==> src/rtl/omr_pkg.sv <==
// Shared constants and enumerations for the OMR sheet reader and its row classifier.
package omr_pkg;
    localparam int NUM_Q = 10;
    localparam int OPT_W = 4;
    localparam int ANS_W = NUM_Q * OPT_W;
    localparam int CNT_W = 4;

    typedef enum logic [1:0] {
        COLLECT = 2'd0,
        HOLD    = 2'd1,
        DRAIN   = 2'd2
    } omr_state_e;

    typedef enum logic [1:0] {
        ONEHOT = 2'd0,
        BLANK  = 2'd1,
        MULTI  = 2'd2
    } row_class_e;
endpackage

==> src/rtl/omr_row_classifier.sv <==
// Combinational row check: classifies one scanned bubble row and returns the value
// to store (the row itself when exactly one bubble is marked, otherwise zero).
module omr_row_classifier
    import omr_pkg::*;
#(
    parameter int W = OPT_W
) (
    input  logic [W-1:0] row_in,
    output row_class_e   row_class,
    output logic [W-1:0] row_clean
);

    // Clearing the lowest set bit leaves zero only for a single-bit value.
    always_comb begin
        row_class = MULTI;
        row_clean = '0;
        if (row_in == '0) begin
            row_class = BLANK;
        end else if ((row_in & (row_in - W'(1))) == '0) begin
            row_class = ONEHOT;
            row_clean = row_in;
        end
    end

endmodule

==> src/rtl/omr_sheet_reader.sv <==
// Packs scanned bubble rows into a per-sheet answer vector with validity mask and
// blank/multi counts, holding each completed sheet until the grader takes it.
module omr_sheet_reader #(
    parameter int NUM_Q = omr_pkg::NUM_Q,
    parameter int OPT_W = omr_pkg::OPT_W
) (
    input  logic                   clk,
    input  logic                   reset,
    input  logic                   row_valid,
    input  logic [OPT_W-1:0]       row_data,
    input  logic                   row_last,
    output logic                   row_ready,
    output logic                   sheet_valid,
    input  logic                   sheet_ready,
    output logic [NUM_Q*OPT_W-1:0] student_answers,
    output logic [NUM_Q-1:0]       invalid_mask,
    output logic [3:0]             blank_count,
    output logic [3:0]             multi_count,
    output logic                   frame_err
);

    import omr_pkg::omr_state_e, omr_pkg::row_class_e, omr_pkg::CNT_W;
    import omr_pkg::COLLECT, omr_pkg::HOLD, omr_pkg::DRAIN;
    import omr_pkg::BLANK, omr_pkg::MULTI;

    localparam int AW = NUM_Q * OPT_W;
    localparam int QW = (NUM_Q > 1) ? $clog2(NUM_Q) : 1;
    localparam logic [QW-1:0] LAST_Q = QW'(NUM_Q - 1);

    omr_state_e       state_q, state_d;
    logic [QW-1:0]    q_cnt_q, q_cnt_d;
    logic [AW-1:0]    ans_q, ans_d;
    logic [NUM_Q-1:0] mask_q, mask_d;
    logic [CNT_W-1:0] blank_q, blank_d;
    logic [CNT_W-1:0] multi_q, multi_d;
    logic             sheet_valid_q, sheet_valid_d;
    logic             frame_err_q, frame_err_d;
    logic             row_accept;
    logic             clear_acc;
    row_class_e       row_class;
    logic [OPT_W-1:0] row_clean;

    omr_row_classifier #(
        .W(OPT_W)
    ) u_classifier (
        .row_in   (row_data),
        .row_class(row_class),
        .row_clean(row_clean)
    );

    assign row_ready = (state_q != HOLD) && !reset;

    // Rows shift in from the bottom so the first question ends up in the top nibble.
    always_comb begin
        state_d       = state_q;
        q_cnt_d       = q_cnt_q;
        ans_d         = ans_q;
        mask_d        = mask_q;
        blank_d       = blank_q;
        multi_d       = multi_q;
        sheet_valid_d = sheet_valid_q;
        frame_err_d   = 1'b0;
        clear_acc     = 1'b0;
        row_accept    = row_valid && row_ready;

        unique case (state_q)
            COLLECT: begin
                if (row_accept) begin
                    ans_d  = {ans_q[AW-OPT_W-1:0], row_clean};
                    mask_d = {mask_q[NUM_Q-2:0], (row_class == BLANK) || (row_class == MULTI)};
                    if (row_class == BLANK) begin
                        blank_d = blank_q + CNT_W'(1);
                    end
                    if (row_class == MULTI) begin
                        multi_d = multi_q + CNT_W'(1);
                    end
                    if (q_cnt_q == LAST_Q) begin
                        q_cnt_d = '0;
                        if (row_last) begin
                            state_d       = HOLD;
                            sheet_valid_d = 1'b1;
                        end else begin
                            state_d     = DRAIN;
                            frame_err_d = 1'b1;
                            clear_acc   = 1'b1;
                        end
                    end else if (row_last) begin
                        frame_err_d = 1'b1;
                        clear_acc   = 1'b1;
                    end else begin
                        q_cnt_d = q_cnt_q + QW'(1);
                    end
                end
            end
            HOLD: begin
                if (sheet_ready) begin
                    state_d       = COLLECT;
                    sheet_valid_d = 1'b0;
                    clear_acc     = 1'b1;
                end
            end
            DRAIN: begin
                // Overlong sheet: swallow rows silently until its last row goes by.
                if (row_accept && row_last) begin
                    state_d   = COLLECT;
                    clear_acc = 1'b1;
                end
            end
            default: begin
                state_d       = COLLECT;
                sheet_valid_d = 1'b0;
                clear_acc     = 1'b1;
            end
        endcase

        if (clear_acc) begin
            q_cnt_d = '0;
            ans_d   = '0;
            mask_d  = '0;
            blank_d = '0;
            multi_d = '0;
        end
    end

    always_ff @(posedge clk) begin
        if (reset) begin
            state_q       <= COLLECT;
            q_cnt_q       <= '0;
            ans_q         <= '0;
            mask_q        <= '0;
            blank_q       <= '0;
            multi_q       <= '0;
            sheet_valid_q <= 1'b0;
            frame_err_q   <= 1'b0;
        end else begin
            state_q       <= state_d;
            q_cnt_q       <= q_cnt_d;
            ans_q         <= ans_d;
            mask_q        <= mask_d;
            blank_q       <= blank_d;
            multi_q       <= multi_d;
            sheet_valid_q <= sheet_valid_d;
            frame_err_q   <= frame_err_d;
        end
    end

    assign sheet_valid     = sheet_valid_q;
    assign frame_err       = frame_err_q;
    assign student_answers = ans_q;
    assign invalid_mask    = mask_q;
    assign blank_count     = blank_q;
    assign multi_count     = multi_q;

endmodule

==> config.mk <==
export PLATFORM = sky130hd
export DESIGN_NAME = omr_sheet_reader
export DESIGN_NICKNAME = d
export VERILOG_FILES = /design/src/rtl/omr_pkg.sv /design/src/rtl/omr_row_classifier.sv /design/src/rtl/omr_sheet_reader.sv
export SDC_FILE = /design/constraint.sdc
export NUM_CORES = 1
export LEC_CHECK = 0
export ABC_AREA = 1
export BUFFER_PORTS_ARGS = -buffer_cell sky130_fd_sc_hd__clkbuf_2
export CAP_MARGIN = 20
export CORE_UTILIZATION = 45
export CTS_BUF_LIST = sky130_fd_sc_hd__clkbuf_2 sky130_fd_sc_hd__clkbuf_4 sky130_fd_sc_hd__clkbuf_8
export DETAILED_ROUTE_END_ITERATION = 12
export PLACE_DENSITY = 0.7
export SYNTH_ARGS = -nofsm -noshare
export SYNTH_HDL_FRONTEND = slang
export SYNTH_SLANG_ARGS = --single-unit
==> constraint.sdc <==
create_clock -name clk -period 1.9 [get_ports clk]
set_input_delay 0.19 -clock clk [delete_from_list [all_inputs] [get_ports clk]]
set_output_delay 0.19 -clock clk [all_outputs]
set_load 0.02 [all_outputs]
Yosys cells after proc, flatten, opt, wreduce, memory -nomap -nowiden
Cells that the tools add are included.
- logic and storage cells: 67
- input bits: 9
- bits in registers: 66
- equal/unequal tests: 12
- mux-type cells: 24
- add/sub/neg operators: 4
- bitwise logic cells: 3
- reduce and logical (&&, ||, !) cells: 16
- operators with widths (kind ; count):
    $mux 4 ; 4
    $mux 2 ; 7
    $add 4x1->4 const B ; 3
    $mux 1 ; 10
    $ne 2x2->1 const B ; 5
    $reduce_and 3->1 ; 3
    $logic_not 4->1 ; 2
    $pmux 1 s3 ; 2
    $pmux 2 s3 ; 1
    $reduce_and 5->1 ; 1
    $and 4x4->4 ; 1
    $eq 2x1->1 const B ; 2
    $eq 2x2->1 const B ; 2
    $eq 4x4->1 const B ; 1
    $ne 2x1->1 const B ; 2
    $reduce_and 4->1 ; 1
    $reduce_or 2->1 ; 2
    $sub 4x1->4 const B ; 1
    $logic_and 1x1->1 ; 3
    $logic_not 2->1 ; 1
    $not 1->1 ; 2
    $reduce_and 2->1 ; 1
    $logic_not 1->1 ; 1
    $logic_or 1x1->1 ; 1

Depth between registers and ports, before layout
Gate-level depths: netlist of the first run.
- word-level depth: 7
- depth in mapped cells: 12

Modules after synthesis
Synthesis of the first run repeated with hierarchy kept, for this count alone.
- cells, all modules: 357
- area total of the unflattened synthesis: 2907.8 µm²
- modules (own cells, without submodules) (module ; cells each ; area each (µm²) ; sequential area each (µm²) ; instances):
    omr_sheet_reader ; 340 ; 2821.5 ; 1321.3 ; 1
    omr_row_classifier ; 17 ; 86.3 ; 0.0 ; 1

Worst setup path before layout of the first run
OpenSTA, ideal clock, no wires.
- path kind: flip-flop to flip-flop
- start: reg q_cnt_q[0]
- end: reg ans_q[14], in the netlist student_answers[14]
- stages on the path, launching flop included: 13
- setup time: 0.064 ns
- data required time: 1.836 ns
- arrival time: 1.516 ns
- setup slack: 0.320 ns
- buffers on the path: 2
- cell sequence: dfxtp_1 -> inv_1 -> nor2_1 -> nand2_1 -> ha_1 -> inv_1 -> nand2_1 -> inv_1 -> nor2_1 -> o21ai_2 -> buf_4 -> buf_6 -> nor2_1
- longest elaborated chain between the ends: 5
- RTL lines (element ; RTL line ; RTL):
    start: declaration ; omr_sheet_reader.sv:31 ; logic [QW-1:0] q_cnt_q, q_cnt_d;
    start signal: assignment ; omr_sheet_reader.sv:137 ; q_cnt_q <= q_cnt_d;
    $eq 4x4->1 ; omr_sheet_reader.sv:77 ; if (q_cnt_q == LAST_Q) begin
    $mux 1 ; omr_sheet_reader.sv:77 ;
    $mux 1 ; omr_sheet_reader.sv:68 ; if (row_accept) begin
    $pmux 1 s3 ; omr_sheet_reader.sv:66 ; unique case (state_q)
    $reduce_or 2->1 (no source line) ; -- ;
    end signal: assignment ; omr_sheet_reader.sv:138 ; ans_q <= ans_d;
    end: declaration ; omr_sheet_reader.sv:32 ; logic [AW-1:0] ans_q, ans_d;
Every way passes these cells.
A chain may end at the register's enable or synchronous reset.

Worst setup path after layout of the first run
- start: reg q_cnt_q[0]
- end: reg mask_q[1], in the netlist invalid_mask[1]
- longest elaborated chain between the ends: 5
- RTL lines (element ; RTL line ; RTL):
    $eq 4x4->1 ; omr_sheet_reader.sv:77 ;
    $mux 1 ; omr_sheet_reader.sv:77 ;
    $mux 1 ; omr_sheet_reader.sv:68 ;
    $pmux 1 s3 ; omr_sheet_reader.sv:66 ;
    $reduce_or 2->1 (no source line) ; -- ;
    end signal: assignment ; omr_sheet_reader.sv:139 ; mask_q <= mask_d;
    end: declaration ; omr_sheet_reader.sv:33 ; logic [NUM_Q-1:0] mask_q, mask_d;
Every way passes these cells.

==> results of run 1 <==
-- worst max-delay path, cell delays in order (launching register included) --
cell and delay (ns):
sky130_fd_sc_hd__dfxtp_1 0.38, sky130_fd_sc_hd__inv_1 0.07, sky130_fd_sc_hd__nor2_1 0.12, sky130_fd_sc_hd__nand2_1 0.10, sky130_fd_sc_hd__ha_1 0.28, sky130_fd_sc_hd__inv_1 0.05
sky130_fd_sc_hd__nand2_1 0.06, sky130_fd_sc_hd__inv_1 0.08, sky130_fd_sc_hd__nor2_2 0.05, sky130_fd_sc_hd__o21ai_4 0.06, sky130_fd_sc_hd__buf_12 0.26, sky130_fd_sc_hd__nor2_1 0.09
-- synthesized netlist by cell type --
cell                       instances  share of area, %
sky130_fd_sc_hd__buf_2             6               1.1
sky130_fd_sc_hd__a21oi_1           4              0.75
sky130_fd_sc_hd__inv_1            20               2.8
sky130_fd_sc_hd__nor2_1           76                11
sky130_fd_sc_hd__o21ai_2           1              0.33
sky130_fd_sc_hd__nor2_2            1              0.24
sky130_fd_sc_hd__xor2_1            5               1.6
sky130_fd_sc_hd__nand3_1           4              0.75
sky130_fd_sc_hd__buf_6             1              0.42
sky130_fd_sc_hd__a21boi_0          1              0.28
sky130_fd_sc_hd__o21ai_0          10               1.9
sky130_fd_sc_hd__nand4_1           2              0.47
sky130_fd_sc_hd__nor3_1            1              0.19
sky130_fd_sc_hd__nand3_2           1              0.38
sky130_fd_sc_hd__mux2i_1          45                17
sky130_fd_sc_hd__and3_1            1              0.24
sky130_fd_sc_hd__nand3b_1          1              0.28
sky130_fd_sc_hd__inv_2             4              0.56
sky130_fd_sc_hd__a22oi_1           4               1.1
sky130_fd_sc_hd__xnor2_1           2              0.66
sky130_fd_sc_hd__nand4_2           1              0.47
sky130_fd_sc_hd__ha_1              3               1.4
sky130_fd_sc_hd__dfxtp_1          66                50
sky130_fd_sc_hd__buf_4             5               1.4
sky130_fd_sc_hd__nand2_1          37               5.2
-- registers in the layout, summed over array words and instances, names as in the netlist --
register	cells
blank_count	4
invalid_mask	10
q_cnt_q	4
sheet_valid	1
student_answers	40
state_q	2
multi_count	4
frame_err	1
-- metal layers --
metal | vias up | track usage (%)
met5 | - | 0
met4 | 0 | 9.636
met3 | 8 | 3.563
met2 | 58 | 27.22
met1 | 968 | 21.65
li1 | 1113 | -
-- path summary, 6_finish.rpt --
path / start / end / slack [ns] / cells past startpoint
max: q_cnt_q[0]$_SDFFE_PP0P_ / invalid_mask[1]$_SDFFE_PP0P_ / 0.17 / 11
min: reset / sheet_valid$_SDFFE_PP0P_ / 0.09 / 2
max reg2reg: q_cnt_q[0]$_SDFFE_PP0P_ / invalid_mask[1]$_SDFFE_PP0P_ / 0.17 / 11
min reg2reg: sheet_valid$_SDFFE_PP0P_ / sheet_valid$_SDFFE_PP0P_ / 0.47 / 2
-- cells in the final DEF (no fill, tap or decap), types with 3 or more instances in the layout --
| cell | n |
|---|---|
| sky130_fd_sc_hd__a22oi_1 | 4 |
| sky130_fd_sc_hd__inv_2 | 4 |
| sky130_fd_sc_hd__nand3_1 | 4 |
| sky130_fd_sc_hd__ha_1 | 3 |
| sky130_fd_sc_hd__clkbuf_2 | 69 |
| sky130_fd_sc_hd__nand2_1 | 37 |
| sky130_fd_sc_hd__mux2i_1 | 45 |
| sky130_fd_sc_hd__dfxtp_1 | 66 |
| sky130_fd_sc_hd__nor2_1 | 75 |
| sky130_fd_sc_hd__buf_4 | 3 |
| sky130_fd_sc_hd__o21ai_0 | 10 |
| sky130_fd_sc_hd__a21oi_1 | 4 |
| sky130_fd_sc_hd__xor2_1 | 5 |
| sky130_fd_sc_hd__clkbuf_8 | 11 |
| sky130_fd_sc_hd__clkinvlp_4 | 3 |
| sky130_fd_sc_hd__inv_1 | 20 |
-- area by class of cell --
| class | instances | area, µm² | share of cell area (%) |
|---|---|---|---|
| multi-input cells | 200 | 1189 | 36.50 |
| well taps | 72 | 90.09 | 2.766 |
| flip-flops and latches | 66 | 1321 | 40.57 |
| inverters | 24 | 90.09 | 2.766 |
| clock inverters | 4 | 27.53 | 0.8452 |
| clock buffers | 11 | 151.4 | 4.648 |
| repair buffers | 73 | 387.9 | 11.91 |
-- timing repair --
action                                  CTS  global route
hold buffers                              0             0
endpoints found under the setup margin    0             1
gates resized for setup                   0             1
-- through the flow --
stage	cells	setup slack, ns	utilization [%]
2_1_floorplan	302	0.3202	-
3_3_place_gp	435	0.2545	54.84
3_5_place_dp	435	0.1628	54.84
4_1_cts	450	0.1226	58.03
5_1_grt	450	0.04169	58.08
6_report	450	0.1684	58.08
-- power by group --
part           switching, µW  leakage (µW)  internal [µW]
registers               7.51      0.000532           1390
clock network            518     0.0000834            535
logic                    104       0.00106           59.8
-- kinds of logic (layout without fill, tap and decap cells) --
kind of cell               Yosys count  count (layout)  synth area share, %
adders and majority gates            3               3                1.411
buffers and inverters               36             112                6.350
AOI/OAI and AO/OA                   20              20                4.375
DFF                                 66              66                49.67
and+or+nand+nor                    125             125                18.96
muxes                               45              45                16.93
xor gates and xnor gates             7               7                2.305
==> metrics.json, run 1 <==
{
  "clock_network": {
    "cts_made_buffers": 9,
    "clk_latency_ns": 0.33,
    "worst_setup_hold_path_clk_slew_ns": 0.07,
    "ctsRootBufferMaster": "sky130_fd_sc_hd__clkbuf_8",
    "cts_max_path_buffers": 2,
    "post_cts_buffers": 0,
    "tritoncts_num_sinks": 66,
    "h-tree-depth": 3,
    "tritoncts": "built"
  },
  "sta": {
    "tightestPinTransition_ns": 0.4294,
    "clock_skew_ns": 0.008044,
    "rsz0062_at_grt": "false",
    "drv_slew": 0,
    "fmax_mhz": 577.5,
    "min_period_over_period_pct": 91.14,
    "setup_total_negative_slack_ns": 0,
    "timing.final.crit_period_ns": 1.732,
    "timing.hold.ws_ns": 0.08557,
    "hold_violations": 0,
    "finalSetupViolations": 0,
    "slew_headroom_pct": 71.27
  },
  "power_and_ir_drop": {
    "p_leak_uw": 0.001675,
    "totalPowerFinal_uw": 2616,
    "cellPowerDensity_mw_per_mm2": 803.1,
    "irDropWorstVdd_v": 0.0004128
  },
  "logic_synthesis": {
    "synth.cell_area_mm2": 0.002660,
    "post_synthesis_register_bit_count": 66,
    "synth_sequential_area_ratio_pct": 49.67,
    "yosys_warn_count": 0,
    "ys_types": 25,
    "syn_area_per_cell_um2": 8.808,
    "net_count_after_synthesis": 314,
    "post_synth_inst_count": 302
  },
  "floorplanning": {
    "std_cell_rows": 27,
    "design.die.area_mm2": 0.006223,
    "die_x_um": 78.89,
    "ios": 70,
    "vertical_extent_of_the_die_um": 78.89,
    "core-area_mm2": 0.005608,
    "initial_utilization_pct": 47.43
  },
  "drt": {
    "postRouteWirelength_um": 5159,
    "drt-vias-per-instance": 4.771,
    "detailroute.via_count": 2147,
    "route.layer.met1.wl_um": 2487,
    "met2WireLength_um": 2360,
    "detailedRoute.firstIterationViolations": 68,
    "routedWlPerCell_um": 11.46,
    "drc_errors": 0,
    "met3WireLength_um": 223,
    "routed.top_layer": "met4",
    "drt_pass1_iterations": 4,
    "final_antenna_net_count": 0
  },
  "place": {
    "dpl_cell_area_mm2": 0.003075,
    "gp_congestion": 0.8218,
    "post_dp_hpwl_um": 3643,
    "io_buffers": 69
  },
  "setup_path": {
    "critPathArrivalTime_ns": 1.93,
    "setup.worst_path.class": "reg -> reg",
    "worst-endpoint-required_ns": 2.10,
    "timing.critical_path.to_type": "flop",
    "critical_path.startpoint_type": "flop",
    "critical_path_fanouts_max": 59
  },
  "global_route": {
    "grt_start_max_net_pins": 60,
    "grt_remaining_overflow": 0,
    "grt_pass1_wl_um": 8307,
    "antenna_found_initial": 0,
    "grt_util_all_layers_pct": 17.14,
    "vias_in_the_first_global_route": 1869
  },
  "finish": {
    "n_antenna_cell": 0,
    "layout.nets": 386,
    "num-fill-cells": 534,
    "drive_gt1_share_pct": 25.66,
    "area_growth_pct": 22.44,
    "finalInstanceArea_mm2": 0.003257
  },
  "run": {
    "max-cap-violations": 0
  },
  "hold_path": {
    "hp-class": "in -> reg"
  },
  "run_status": {
    "outcome": "finished, final reports clean"
  }
}
Note: power is estimated with default switching activity, not from simulation.
==> inputs of run 2 (changes only) <==
--- a/config.mk
+++ b/config.mk
@@ -11,7 +11,7 @@
 export CORE_UTILIZATION = 45
 export CTS_BUF_LIST = sky130_fd_sc_hd__clkbuf_2 sky130_fd_sc_hd__clkbuf_4 sky130_fd_sc_hd__clkbuf_8
 export DETAILED_ROUTE_END_ITERATION = 12
-export PLACE_DENSITY = 0.7
+export PLACE_DENSITY = 0.73
 export SYNTH_ARGS = -nofsm -noshare
 export SYNTH_HDL_FRONTEND = slang
 export SYNTH_SLANG_ARGS = --single-unit
==> constraint.sdc (replaced) <==
create_clock -name clk -period 1.55 [get_ports clk]
set_input_delay 0.155 -clock clk [delete_from_list [all_inputs] [get_ports clk]]
set_output_delay 0.155 -clock clk [all_outputs]
set_load 0.02 [all_outputs]
==> run 2 against run 1 <==
Effect of this change:
- the run now ends with setup timing left
- global-route usage grew 1.2 points
- register-to-register slack worse by 0.24 ns
- wire length up 14%
- die area unchanged
- sequential power increased by 22%
- clock power up 68%
- clock skew grew 0.0025 ns
- combinational power rose by 80%
- sequential share of layout area is 4.9 points lower
- worst hold slack got worse by 0.043 ns
- largest cell class is now multi-input combinational cells
- highest routed layer unchanged
==> metrics.json, run 2 (synthesis gave the netlist of run 1 again) <==
{
  "floorplanning": {
    "initial_utilization": {"value": 47.43, "unit": "%", "change": "unchanged"},
    "die_x": {"value": 78.89, "unit": "µm", "change": "unchanged"},
    "ios": {"value": 70, "change": "unchanged"},
    "vertical_extent_of_the_die": {"value": 78.89, "unit": "µm", "change": "unchanged"},
    "design.die.area": {"value": 0.006223, "unit": "mm²", "change": "unchanged"},
    "std_cell_rows": {"value": 27, "change": "unchanged"},
    "core-area": {"value": 0.005608, "unit": "mm²", "change": "unchanged"}
  },
  "place": {
    "io_buffers": {"value": 69, "change": "unchanged"},
    "gp_congestion": {"value": 0.7890, "change": "-4.0%"},
    "post_dp_hpwl": {"value": 3518, "unit": "µm", "change": "-3.4%"}
  },
  "clock_network": {
    "clk_latency": {"value": 0.34, "unit": "ns", "change": "about the same"},
    "tritoncts": "built",
    "ctsRootBufferMaster": "sky130_fd_sc_hd__clkbuf_8",
    "postCtsHoldBufs": {"value": 0, "change": "unchanged"},
    "cts_made_buffers": {"value": 9, "change": "unchanged"},
    "cts_max_path_buffers": {"value": 2, "change": "unchanged"},
    "tritoncts_num_sinks": {"value": 66, "change": "unchanged"},
    "worst_setup_hold_path_clk_slew": {"value": 0.07, "unit": "ns", "change": "about the same"},
    "h-tree-depth": {"value": 3, "change": "unchanged"}
  },
  "finish": {
    "drive_gt1_share": {"value": 39.39, "unit": "%", "change": "+14 points"},
    "n_antenna_cell": {"value": 0, "change": "unchanged"},
    "num-fill-cells": {"value": 434, "change": "-19%"},
    "final_cell_mix": "sky130_fd_sc_hd__clkbuf_2 (69), sky130_fd_sc_hd__dfxtp_1 (64), sky130_fd_sc_hd__nor2_1 (48)",
    "area_growth_pct": 39.60,
    "layout.nets": {"value": 403, "change": "+4.4%"},
    "flip_flop_count_of_the_largest_register_all_copies_and_words_added": {"value": 40, "change": "unchanged"},
    "finish.utilization": {"value": 66.22, "unit": "%", "change": "+8.1 points"},
    "layout.cells.most_common": "sky130_fd_sc_hd__clkbuf_2"
  },
  "drt": {
    "drt_pass1_iterations": {"value": 4, "change": "unchanged"},
    "drt-vias-per-instance": {"value": 4.891, "change": "+2.5%"},
    "drc_errors": {"value": 0, "change": "unchanged"},
    "detailroute.via_count": {"value": 2289, "change": "+6.6%"},
    "routedWlPerCell": {"value": 12.59, "unit": "µm", "change": "+9.8%"},
    "detailedRoute.firstIterationViolations": {"value": 37, "change": "-46%"},
    "postRouteWirelength": {"value": 5891, "unit": "µm", "change": "+14%"},
    "final_antenna_net_count": {"value": 0, "change": "unchanged"}
  },
  "sta": {
    "min_period_over_period": {"value": 104.7, "unit": "%", "change": "+14 points"},
    "drv_slew": {"value": 0, "change": "unchanged"},
    "slew_headroom": {"value": 80.61, "unit": "%", "change": "+9.3 points"},
    "fmax": {"value": 616.4, "unit": "MHz", "change": "+6.7%"},
    "clock_skew": {"value": 0.01058, "unit": "ns", "change": "+0.002533 ns"},
    "timing.final.crit_period": {"value": 1.622, "unit": "ns", "change": "-0.1092 ns"},
    "tightestPinTransition": {"value": 0.2828, "unit": "ns", "change": "-0.1466 ns"},
    "finalSetupViolations": {"value": 22, "change": "+22"},
    "rsz0062_at_grt": "true",
    "hold_violations": {"value": 0, "change": "unchanged"},
    "setup_total_negative_slack": {"value": -1.003, "unit": "ns", "change": "-1.003 ns"},
    "post-route-worst-setup-slack": {"value": -0.07243, "unit": "ns", "change": "-0.2408 ns"}
  },
  "run_status": {
    "outcome": "finished, violations left",
    "failed_checks": "setup timing"
  },
  "global_route": {
    "grt_util_all_layers": {"value": 18.33, "unit": "%", "change": "+1.2 points"},
    "grt_start_max_net_pins": {"value": 34, "change": "-43%"},
    "vias_in_the_first_global_route": {"value": 2000, "change": "+7.0%"},
    "grt_remaining_overflow": {"value": 0, "change": "unchanged"},
    "antenna_found_initial": {"value": 0, "change": "unchanged"},
    "grt_pass1_wl": {"value": 8776, "unit": "µm", "change": "+5.6%"}
  },
  "setup_path": {
    "setup.worst_path.class": "reg -> reg",
    "timing.critical_path.to_type": "flop",
    "critPathArrivalTime": {"value": 1.90, "unit": "ns", "change": "-0.03 ns"},
    "critical_path.startpoint_type": "flop",
    "worst-endpoint-required": {"value": 1.83, "unit": "ns", "change": "-0.27 ns"},
    "worst-path-buf-inv": {"value": 5, "change": "+1"},
    "crit_path_max_incr_delay": {"value": 0.34, "unit": "ns", "change": "-0.04 ns"},
    "critical_path_fanouts_max": {"value": 5, "change": "-92%"},
    "critPathSlowestCell": "sky130_fd_sc_hd__dfxtp_2",
    "family_with_the_most_delay_on_the_worst_path": "buffers and inverters",
    "critical_path.cell_chain": "inv_2 > nor2_4 > nand2_2 > ha_4 > inv_2 > nand2_2 > inv_2 > nor2_4 > o21ai_4 > buf_12 > clkbuf_16 > nor2_2",
    "critical-path-top-cell-by-count": "sky130_fd_sc_hd__inv_2"
  },
  "hold_path": {
    "hp-class": "in -> reg"
  },
  "power_and_ir_drop": {
    "cellPowerDensity": {"value": 1015, "unit": "mW/mm²", "change": "+26%"},
    "irDropWorstVdd": {"value": 0.0005420, "unit": "V", "change": "+31%"},
    "totalPowerFinal": {"value": 3769, "unit": "µW", "change": "+44%"},
    "p_leak": {"value": 0.001833, "unit": "µW", "change": "+9.4%"}
  },
  "run": {
    "max-cap-violations": {"value": 0, "change": "unchanged"}
  }
}
## run 2: metal layers
layer  track usage, %  vias up  routed length, µm
li1                 -     1152                  -
met1            22.53     1069               2670
met2            30.26       59               2916
met3            3.563        9                202
met4            9.818        0                102
met5                0        -                  0
## run 2: path summary, 6_finish.rpt
check             slack [ns]  cells after the start                      from                               end
hold / removal          0.04                      2                     reset          sheet_valid$_SDFFE_PP0P_
hold reg to reg         0.49                      2  sheet_valid$_SDFFE_PP0P_          sheet_valid$_SDFFE_PP0P_
setup reg to reg       -0.07                     12   q_cnt_q[3]$_SDFFE_PP0P_  student_answers[27]$_SDFFE_PP0P_
setup / recovery       -0.07                     12   q_cnt_q[3]$_SDFFE_PP0P_  student_answers[27]$_SDFFE_PP0P_
## run 2: report_power, final
group / switching [µW] / total, µW / leakage, µW / internal (µW)
clock: 666 / 1760 / 0.000117 / 1090
sequential: 9.26 / 1710 / 0.000533 / 1710
combinational: 163 / 296 / 0.00118 / 133
total: 839 / 3770 / 0.00183 / 2930
## run 2: stage by stage
step                      worst slack, ns  hold slack (ns)  instance area [µm²]  std cells
after floorplan                  0.001738           0.2241                 2665        302
after global placement           -0.03828           0.4039                 3149        443
after detailed placement         -0.07796           0.3967                 3149        443
after CTS                        -0.03424          0.03508                 3543        467
after global routing              -0.1204          0.03672                 3714        468
final                            -0.07243          0.04213                 3714        468
## run 2: worst register-to-register path, stage by stage (launching register included)
cell and delay [ns]:
sky130_fd_sc_hd__dfxtp_2 0.34, sky130_fd_sc_hd__inv_2 0.05, sky130_fd_sc_hd__nor2_4 0.11, sky130_fd_sc_hd__nand2_2 0.09, sky130_fd_sc_hd__ha_4 0.28, sky130_fd_sc_hd__inv_2 0.03
sky130_fd_sc_hd__nand2_2 0.06, sky130_fd_sc_hd__inv_2 0.05, sky130_fd_sc_hd__nor2_4 0.09, sky130_fd_sc_hd__o21ai_4 0.09, sky130_fd_sc_hd__buf_12 0.15, sky130_fd_sc_hd__clkbuf_16 0.16
sky130_fd_sc_hd__nor2_2 0.08
## run 2: cell type report
class	count	area [µm²]	share of cell area [%]
clock inverter	6	113.9	3.066
sequential	66	1324	35.65
tap	72	90.09	2.426
inverter	24	90.09	2.426
clock buffer	10	131.4	3.538
timing repair buffer	90	625.6	16.85
multi-input combinational	200	1339	36.05
## run 2: repair_timing
item | 4_1_cts | 5_1_grt
cloned | 3 | 1
buffers inserted | 5 | 1
endpoints found under the hold margin | 0 | 0
gates resized for setup | 12 | 44
endpoints found under the setup margin | 59 | 65
pin swaps | 1 | 6
==> inputs of run 3 (changes only) <==
--- a/config.mk
+++ b/config.mk
@@ -8,10 +8,10 @@
 export ABC_AREA = 1
 export BUFFER_PORTS_ARGS = -buffer_cell sky130_fd_sc_hd__clkbuf_2
 export CAP_MARGIN = 20
-export CORE_UTILIZATION = 45
+export CORE_UTILIZATION = 54
 export CTS_BUF_LIST = sky130_fd_sc_hd__clkbuf_2 sky130_fd_sc_hd__clkbuf_4 sky130_fd_sc_hd__clkbuf_8
 export DETAILED_ROUTE_END_ITERATION = 12
-export PLACE_DENSITY = 0.73
+export PLACE_DENSITY = 0.81
 export SYNTH_ARGS = -nofsm -noshare
 export SYNTH_HDL_FRONTEND = slang
 export SYNTH_SLANG_ARGS = --single-unit
==> constraint.sdc (replaced) <==
create_clock -name clk -period 1.7 [get_ports clk]
set_input_delay 0.17 -clock clk [delete_from_list [all_inputs] [get_ports clk]]
set_output_delay 0.17 -clock clk [all_outputs]
set_load 0.02 [all_outputs]
==> run 3 against run 2 <==
Effect of this change:
- the run now ends clean
- global-route usage increased by 2.8 points
- fmax fell by 1.3%
- count of clock-buffer cells in the layout rose by 1
- worst setup slack gained 0.13 ns
- first-iteration DRC count rose to 3.1 times the previous value
- cell count is 3.0% lower
- register-to-register slack better by 0.13 ns
- critical path depth down 1
- worst hold slack improved by 0.043 ns
- design area fell by 6.4%
- die area decreased by 16%
- critical endpoint is now student_answers[36]$_SDFFE_PP0P_
- largest cell class is now sequential cells
==> metrics.json, run 3 (synthesis gave the netlist of run 1 again) <==
{
  "run_status": {
    "outcome": "finished, final reports clean"
  },
  "global_route": {
    "grt_pass1_wl": {"value": 8480, "unit": "µm", "change": "-3.4%"},
    "grt_start_max_net_pins": {"value": 60, "change": "+76%"},
    "antenna_found_initial": {"value": 0, "change": "unchanged"},
    "vias_in_the_first_global_route": {"value": 1961, "change": "-2.0%"},
    "grt_remaining_overflow": {"value": 0, "change": "unchanged"},
    "grt_util_all_layers": {"value": 21.08, "unit": "%", "change": "+2.8 points"}
  },
  "place": {
    "dpl_cell_area": {"value": 0.003089, "unit": "mm²", "change": "-1.9%"},
    "io_buffers": {"value": 69, "change": "unchanged"},
    "post_dp_hpwl": {"value": 3598, "unit": "µm", "change": "+2.3%"},
    "gp_congestion": {"value": 0.8469, "change": "+7.3%"}
  },
  "setup_path": {
    "critical_path.startpoint_type": "flop",
    "critical_path_fanouts_max": {"value": 7, "change": "+2"},
    "critical_path.cell_chain": "inv_1 > nor2_2 > nand2_2 > ha_4 > inv_1 > nand2_2 > inv_2 > nor2_2 > o21ai_4 > clkbuf_16 > nor2_1",
    "setup.worst_path.class": "reg -> reg",
    "worst-endpoint-required": {"value": 1.97, "unit": "ns", "change": "+0.14 ns"},
    "critPathSlowestCell": "sky130_fd_sc_hd__dfxtp_2",
    "crit_path_max_incr_delay": {"value": 0.33, "unit": "ns", "change": "about the same"},
    "critPathArrivalTime": {"value": 1.91, "unit": "ns", "change": "about the same"},
    "timing.critical_path.to_type": "flop",
    "r2r_slack": {"value": 0.06, "unit": "ns", "change": "+0.13 ns"}
  },
  "drt": {
    "met2WireLength": {"value": 3048, "unit": "µm", "change": "+4.5%"},
    "drt_pass1_iterations": {"value": 6, "change": "+2"},
    "detailroute.via_count": {"value": 2318, "change": "+1.3%"},
    "final_antenna_net_count": {"value": 0, "change": "unchanged"},
    "drt-vias-per-instance": {"value": 5.106, "change": "+4.4%"},
    "drc_errors": {"value": 0, "change": "unchanged"},
    "routed.top_layer": "met4",
    "met3WireLength": {"value": 319, "unit": "µm", "change": "+58%"},
    "routedWlPerCell": {"value": 13.47, "unit": "µm", "change": "+7.0%"},
    "postRouteWirelength": {"value": 6115, "unit": "µm", "change": "+3.8%"},
    "detailedRoute.firstIterationViolations": {"value": 115, "change": "+210%"},
    "route.layer.met1.wl": {"value": 2672, "unit": "µm", "change": "about the same"}
  },
  "finish": {
    "register_area": {"value": 0.001328, "unit": "mm²", "change": "+0.28%"},
    "finalInstanceArea": {"value": 0.003476, "unit": "mm²", "change": "-6.4%"},
    "flip_flop_count_of_the_largest_register_all_copies_and_words_added": {"value": 40, "change": "unchanged"},
    "num-fill-cells": {"value": 324, "change": "-25%"},
    "layout.nets": {"value": 394, "change": "-2.2%"},
    "multiInputGateArea": {"value": 0.001229, "unit": "mm²", "change": "-8.2%"},
    "n_antenna_cell": {"value": 0, "change": "unchanged"},
    "final_cell_mix": "sky130_fd_sc_hd__nor2_1 (69), sky130_fd_sc_hd__clkbuf_2 (69), sky130_fd_sc_hd__dfxtp_1 (63)",
    "drive_gt1_share": {"value": 31.27, "unit": "%", "change": "-8.1 points"},
    "area_growth_pct": 30.67
  },
  "floorplanning": {
    "core-area": {"value": 0.004723, "unit": "mm²", "change": "-16%"},
    "ios": {"value": 70, "change": "unchanged"},
    "initial_utilization": {"value": 56.32, "unit": "%", "change": "+8.9 points"},
    "design.die.area": {"value": 0.005211, "unit": "mm²", "change": "-16%"},
    "vertical_extent_of_the_die": {"value": 72.19, "unit": "µm", "change": "-8.5%"},
    "std_cell_rows": {"value": 25, "change": "-7.4%"},
    "die_x": {"value": 72.19, "unit": "µm", "change": "-8.5%"}
  },
  "clock_network": {
    "tritoncts_num_sinks": {"value": 66, "change": "unchanged"},
    "ctsRootBufferMaster": "sky130_fd_sc_hd__clkbuf_8",
    "tritoncts": "built",
    "clk_latency": {"value": 0.33, "unit": "ns", "change": "about the same"},
    "cts_max_path_buffers": {"value": 2, "change": "unchanged"},
    "worst_setup_hold_path_clk_slew": {"value": 0.07, "unit": "ns", "change": "about the same"},
    "h-tree-depth": {"value": 3, "change": "unchanged"},
    "cts_made_buffers": {"value": 9, "change": "unchanged"}
  },
  "sta": {
    "clock_skew": {"value": 0.007928, "unit": "ns", "change": "-0.002649 ns"},
    "setup_total_negative_slack": {"value": 0, "unit": "ns", "change": "+1.003 ns"},
    "hold_violations": {"value": 0, "change": "unchanged"},
    "timing.final.crit_period": {"value": 1.644, "unit": "ns", "change": "+0.02161 ns"},
    "min_period_over_period": {"value": 96.71, "unit": "%", "change": "-8.0 points"},
    "drv_slew": {"value": 0, "change": "unchanged"},
    "fmax": {"value": 608.3, "unit": "MHz", "change": "-1.3%"},
    "finalSetupViolations": {"value": 0, "change": "-100%"},
    "slew_headroom": {"value": 69.15, "unit": "%", "change": "-11 points"},
    "tightestPinTransition": {"value": 0.4610, "unit": "ns", "change": "+0.1782 ns"}
  },
  "power_and_ir_drop": {
    "irDropWorstVdd": {"value": 0.0008116, "unit": "V", "change": "+50%"},
    "power_frac_seq": {"value": 48.3, "unit": "%", "change": "+2.8 points"},
    "power.internal": {"value": 2513, "unit": "µW", "change": "-14%"},
    "cellPowerDensity": {"value": 930.3, "unit": "mW/mm²", "change": "-8.3%"},
    "share_comb_of_total_power": {"value": 7.4, "unit": "%", "change": "-0.5 points"},
    "power_switching": {"value": 720.8, "unit": "µW", "change": "-14%"},
    "sw_frac_of_total": {"value": 22.29, "unit": "%", "change": "+0.030 points"},
    "clockPowerShare": {"value": 44.3, "unit": "%", "change": "-2.3 points"},
    "p_leak": {"value": 0.001778, "unit": "µW", "change": "-3.0%"}
  },
  "run": {
    "max-cap-violations": {"value": 0, "change": "unchanged"}
  },
  "hold_path": {
    "hp-class": "in -> reg"
  }
}
[run 3: changes by cell type in the layout (fill, tap and decap cells not counted), moves of 3 or more]
cell	change
sky130_fd_sc_hd__nor2_2	-13
sky130_fd_sc_hd__nor2_1	+21
sky130_fd_sc_hd__buf_16	-3
sky130_fd_sc_hd__nor2_4	-8
sky130_fd_sc_hd__buf_4	-8
[run 3: power groups by stage]
stage          clock, µW  sequential (µW)  combinational, µW
6_report            1430             1560                241
4_1_cts             1440             1560                188
3_3_place_gp           0             1600                185
2_1_floorplan          0             1610                127
3_5_place_dp           0             1600                187
5_1_grt             1530             1560                256
[run 3: area by class of cell]
type	instances	area share [%]
clock buffer	11	3.996
clock inverter	5	2.268
inverter	24	2.592
multi-input combinational	200	35.35
sequential	66	38.19
tap	67	2.412
timing repair buffer	81	15.19
[run 3: metal layers]
layer | track usage [%] | vias to the layer above
li1 | - | 1141
met5 | 0 | -
met3 | 6.667 | 8
met1 | 25.00 | 1082
met4 | 8.061 | 0
met2 | 35.62 | 87
[run 3: final timing paths]
path / startpoint / to / cells after the start
setup / recovery: q_cnt_q[0]$_SDFFE_PP0P_ / student_answers[36]$_SDFFE_PP0P_ / 11
hold / removal: reset / sheet_valid$_SDFFE_PP0P_ / 2
setup reg to reg: q_cnt_q[0]$_SDFFE_PP0P_ / student_answers[36]$_SDFFE_PP0P_ / 11
hold reg to reg: sheet_valid$_SDFFE_PP0P_ / sheet_valid$_SDFFE_PP0P_ / 2
[run 3: timing repair]
item / 4_1_cts / 5_1_grt
hold buffers: 0 / 0
buffers inserted: 0 / 1
resized for setup: 0 / 19
endpoints found under the hold margin: 0 / 0
setup endpoints to repair: 0 / 59
[run 3: critical path: cells and delay by family (launching register included)]
kind / cells / cell delay [ns]
AND/OR/NAND/NOR: 5 / 0.51
buffers and inverters: 4 / 0.34
flip-flops: 1 / 0.33
adder cells (fa/ha/maj): 1 / 0.26
AO/OA/AOI/OAI: 1 / 0.15
[run 3: per-stage QoR]
| step | utilization, % | hold slack, ns | worst slack, ns | total power [µW] | std cells |
|---|---|---|---|---|---|
| after floorplan | - | 0.2391 | 0.1202 | 1735 | 302 |
| after global placement | 65.40 | 0.4099 | 0.09911 | 1783 | 431 |
| after detailed placement | 65.40 | 0.4166 | 0.03622 | 1786 | 431 |
| after CTS | 70.01 | 0.06986 | 0.01358 | 3194 | 447 |
| after global routing | 73.59 | 0.07395 | -0.04705 | 3351 | 454 |
| final | 73.59 | 0.08494 | 0.05597 | 3234 | 454 |
